$ cat src/rtl/sclk_edge_counter.sv
// Counts selected edges of a slow asynchronous strobe after synchronising it into the CLK domain.
// Provides wrap detection at a configurable terminal count and a sticky overflow flag.
module sclk_edge_counter #(
    parameter int              WIDTH       = 8,
    parameter logic [WIDTH-1:0] CNT_MAX    = {WIDTH{1'b1}},
    parameter int              SYNC_STAGES = 2
) (
    input  logic             CLK,
    input  logic             RST,
    input  logic             SCLK,
    input  logic             EN,
    input  logic             CLR,
    input  logic [1:0]       EDGE_SEL,
    output logic [WIDTH-1:0] CNTVAL,
    output logic             EDGE_PULSE,
    output logic             OV,
    output logic             OV_STICKY
);

    localparam int ARM_W = $clog2(SYNC_STAGES + 1);

    logic [SYNC_STAGES-1:0] sync_q;
    logic                   hist_q;
    logic [ARM_W-1:0]       arm_cnt;
    logic                   armed;

    logic             s_last;
    logic             rise;
    logic             fall;
    logic             qual_edge;
    logic [WIDTH-1:0] cnt_next;
    logic             ov_next;
    logic             sticky_next;

    always_ff @(posedge CLK or posedge RST) begin
        if (RST) begin
            sync_q <= '0;
            hist_q <= 1'b0;
        end else begin
            sync_q <= {sync_q[SYNC_STAGES-2:0], SCLK};
            hist_q <= sync_q[SYNC_STAGES-1];
        end
    end

    // Hold off edge detection until the chain and history flop carry real SCLK samples.
    always_ff @(posedge CLK or posedge RST) begin
        if (RST) begin
            arm_cnt <= '0;
            armed   <= 1'b0;
        end else if (!armed) begin
            if (arm_cnt == ARM_W'(SYNC_STAGES))
                armed <= 1'b1;
            else
                arm_cnt <= arm_cnt + ARM_W'(1);
        end
    end

    assign s_last = sync_q[SYNC_STAGES-1];
    assign rise   = armed & s_last & ~hist_q;
    assign fall   = armed & ~s_last & hist_q;

    always_comb begin
        qual_edge = 1'b0;
        case (EDGE_SEL)
            2'b00:   qual_edge = fall;
            2'b01:   qual_edge = rise;
            2'b10:   qual_edge = rise | fall;
            default: qual_edge = 1'b0;
        endcase
        qual_edge = qual_edge & EN;
    end

    // A clear wins over a same-cycle edge; the edge is still reported on EDGE_PULSE.
    always_comb begin
        cnt_next    = CNTVAL;
        ov_next     = 1'b0;
        sticky_next = OV_STICKY;
        if (CLR) begin
            cnt_next    = '0;
            sticky_next = 1'b0;
        end else if (qual_edge) begin
            if (CNTVAL >= CNT_MAX) begin
                cnt_next    = '0;
                ov_next     = 1'b1;
                sticky_next = 1'b1;
            end else begin
                cnt_next = CNTVAL + WIDTH'(1);
            end
        end
    end

    always_ff @(posedge CLK or posedge RST) begin
        if (RST) begin
            CNTVAL     <= '0;
            EDGE_PULSE <= 1'b0;
            OV         <= 1'b0;
            OV_STICKY  <= 1'b0;
        end else begin
            CNTVAL     <= cnt_next;
            EDGE_PULSE <= qual_edge;
            OV         <= ov_next;
            OV_STICKY  <= sticky_next;
        end
    end

endmodule

$ cat config.mk
export PLATFORM = sky130hd
export DESIGN_NAME = sclk_edge_counter
export DESIGN_NICKNAME = d
export VERILOG_FILES = /design/src/rtl/sclk_edge_counter.sv
export SDC_FILE = /design/constraint.sdc
export NUM_CORES = 1
export LEC_CHECK = 0
export CORE_ASPECT_RATIO = 0.9
export CORE_MARGIN = 5
export CORE_UTILIZATION = 45
export CTS_BUF_LIST = sky130_fd_sc_hd__clkbuf_8
export DETAILED_ROUTE_END_ITERATION = 6
export PLACE_DENSITY = 0.7
export SLEW_MARGIN = 20
export SYNTH_ARGS = -nofsm -noshare
export SYNTH_HDL_FRONTEND = slang
export SYNTH_SLANG_ARGS = --single-unit
$ cat constraint.sdc
create_clock -name CLK -period 1.7 [get_ports CLK]
set_input_delay 0.34 -clock CLK [delete_from_list [all_inputs] [get_ports CLK]]
set_output_delay 0.34 -clock CLK [all_outputs]
set_load 0.02 [all_outputs]
==> impl_metrics.toml <==
[run_status]
status = "finished, final reports clean"

[cts]
root_buffer = "clkbuf_8"
post-cts-setup-buffer-count = 0
cts-htree-levels = 1
cts.sinks = 17
clkLatencyLatePin_ns = 0.25
cts_buffer_depth = 2
clkTransAtPathRegs_ns = 0.07
numCtsBuffers = 3
cts_tree = "built"

[critical_path]
crit_path_start_kind = "flip-flop"
path_delay_family = "buffers and inverters"
crit_chain = "clkdlybuf4s50_1"
reg2reg_slack_ns = 0.18
r2r_cells = 4
startpoint = "CNTVAL[4]"
worstSetupPathType = "flip-flop to primary output"
crit_required_ns = 1.36
timing.rr.start = "hist_q"
critPathBufInv = 1
slowest_stage = "clkdlybuf4s50_1"
reg2reg_to = "CNTVAL[4]"
slowest_delay_ns = 0.63
critical_path_arrival_ns = 1.30
crit_path_max_fanout = 6
crit_path_end_kind = "primary output"

[sta]
layout_setup_ws_ns = 0.0581
hold_slack_ns = 0.349
min_period_over_period_pct = 96.6
max-slew-margin-rel_pct = 77.1
fmax_mhz = 609
hold_viol = 0
fin_crit_ns = 1.64
fin_worst_skew_ns = 0.00671
finalSetupViolCount = 0
slew_viol_final = 0
worst_slew_pin_slew_ns = 0.342
rsz0062_at_grt = "no"

[synth]
synth_fp_nets = 83
yosysSeqAreaShare_pct = 56.3
synth_cells = 74
syn_area_um2 = 756
ys.warnings.count = 0
ys_types = 23
avgSynthCellArea_um2 = 10.2
synth_seq_cells = 17

[floorplanning]
core_um2 = 1630
start_util_pct = 46.4
fp-row-count = 14
die_area_um2 = 2600
die_x_um = 53.2
num_io_pins = 18
die_y_um = 48.9

[power_and_ir_drop]
ir_worst_vdd_mv = 0.445
power-per-cell-area_nw_per_um2 = 720
leakage_nw = 0.496
power.total_uw = 769

[finish]
area_delta_synth_final_pct = 41.2
diodes = 0
stdcell_count = 125
final_nets = 111
fillCellCount = 138
drive_above_1_share_pct = 17.8
finish.utilization_pct = 65.5

[job]
drv_cap = 0

[route]
wl_um = 1530
post-route-drc-count = 0
drt-initial-drc-count = 4
postRouteAntennaNets = 0
vias_per_cell = 5.05
firstDrtPassIters = 4
routed-via-count = 631
wl_per_cell_um = 12.2

[global_route]
grt_use_total_pct = 14.1
gr-total-overflow = 0
grt_pass1_vias = 634
grt_first_pass_wirelength_um = 2790
antenna_found_initial = 0
grt_max_degree = 18

[place]
gp_congestion = 0.793
dpl_worst_slack_ns = -0.217
hpwlAfterDp_um = 1150
dp_cells = 121
io_buffers = 17

[worst_hold_path]
min_to = "sync_q[1]"
holdPathStages = 0
holdCritPathClass = "flip-flop to flip-flop"
min_from = "sync_q[0]"
==> stage by stage <==
stage | TNS [ns] | instance area [µm²]
floorplan | 0 | 756
CTS | 0 | 1050
detailed placement | -1.54 | 1000
global placement | -1.06 | 1000
global route | 0 | 1070
finish | 0 | 1070
==> cells in the final DEF, fill, tap and decap left out, types with 4 or more instances in the layout <==
master	Yosys	layout
nand3_1	4	4
nand2_1	5	5
clkdlybuf4s50_1	0	13
dlymetal6s2s_1	0	4
buf_4	0	7
inv_1	5	6
dfrtp_1	17	17
nor2_1	7	7
a21oi_1	9	8
==> how the worst max path moves through the flow <==
stage / endpoint / depth (start not counted)
6_report: CNTVAL[4] / 1
3_5_place_dp: CNTVAL[6] / 5
4_1_cts: CNTVAL[3] / 1
2_1_floorplan: CNTVAL[6] / 4
5_1_grt: CNTVAL[4] / 1
3_3_place_gp: CNTVAL[6] / 5
==> per-layer routing <==
metal | wire length [µm] | vias up | part of all wire (%) | GRT usage, %
li1 | - | 317 | - | -
met1 | 730 | 300 | 48 | 20.0
met2 | 721 | 12 | 47 | 20.5
met3 | 65 | 2 | 4.3 | 3.67
met4 | 12 | 0 | 0.78 | 5.11
met5 | 0 | - | 0 | 0
==> synth_stat cells <==
| cell type | instances | area [µm²] |
|---|---|---|
| a21oi_1 | 9 | 45.0 |
| a31o_2 | 2 | 17.5 |
| a32o_1 | 1 | 10.0 |
| clkbuf_1 | 1 | 3.75 |
| dfrtp_1 | 17 | 425 |
| ha_1 | 2 | 25.0 |
| inv_1 | 5 | 18.8 |
| inv_2 | 1 | 3.75 |
| nand2_1 | 5 | 18.8 |
| nand2b_1 | 2 | 12.5 |
| nand3_1 | 4 | 20.0 |
| nand4_1 | 1 | 6.26 |
| nand4b_1 | 2 | 17.5 |
| nor2_1 | 7 | 26.3 |
| nor3_1 | 1 | 5.00 |
| nor4_1 | 2 | 12.5 |
| o21ai_0 | 3 | 15.0 |
| o22a_2 | 1 | 10.0 |
| o22ai_1 | 1 | 6.26 |
| o31ai_1 | 1 | 7.51 |
| or3_2 | 2 | 15.0 |
| or4_1 | 1 | 7.51 |
| xnor2_1 | 3 | 26.3 |
==> cell families (layout without fill, tap and decap cells) <==
logic type      after synthesis  after routing  synth area share (%)
buf+inv                       7             34                  3.48
fa+ha+maj                     2              2                  3.31
compound gates               18             18                  14.7
simple gates                 27             27                  18.7
flops                        17             17                  56.3
xor+xnor                      3              3                  3.48
==> report_power, final <==
group	leakage [nW]	internal (mW)	switching (mW)	total (mW)
Clock	0.0269	0.160	0.124	0.283
Sequential	0.219	0.412	0.00461	0.416
Combinational	0.250	0.0366	0.0327	0.0692
Total	0.496	0.608	0.161	0.769
==> what timing repair did <==
action	in CTS	in global routing
hold buffers	0	0
endpoints found under the setup margin	0	7
resized for setup	0	6
==> state kept, by name (all words and copies together), names as in the netlist <==
name and flops:
EDGE_PULSE 1, OV 1, armed 1, CNTVAL 8
sync_q 2, hist_q 1, arm_cnt 2, OV_STICKY 1
==> cell type report <==
type                       count  area [µm²]  area share, %
inverter                       6        22.5           2.11
timing repair buffer          24         233           21.8
clock inverter                 1        3.75          0.352
clock buffer                   3        41.3           3.87
tap                           24        30.0           2.81
multi-input combinational     50         312           29.2
sequential                    17         425           39.9
Power figures use the tool's default switching activity.
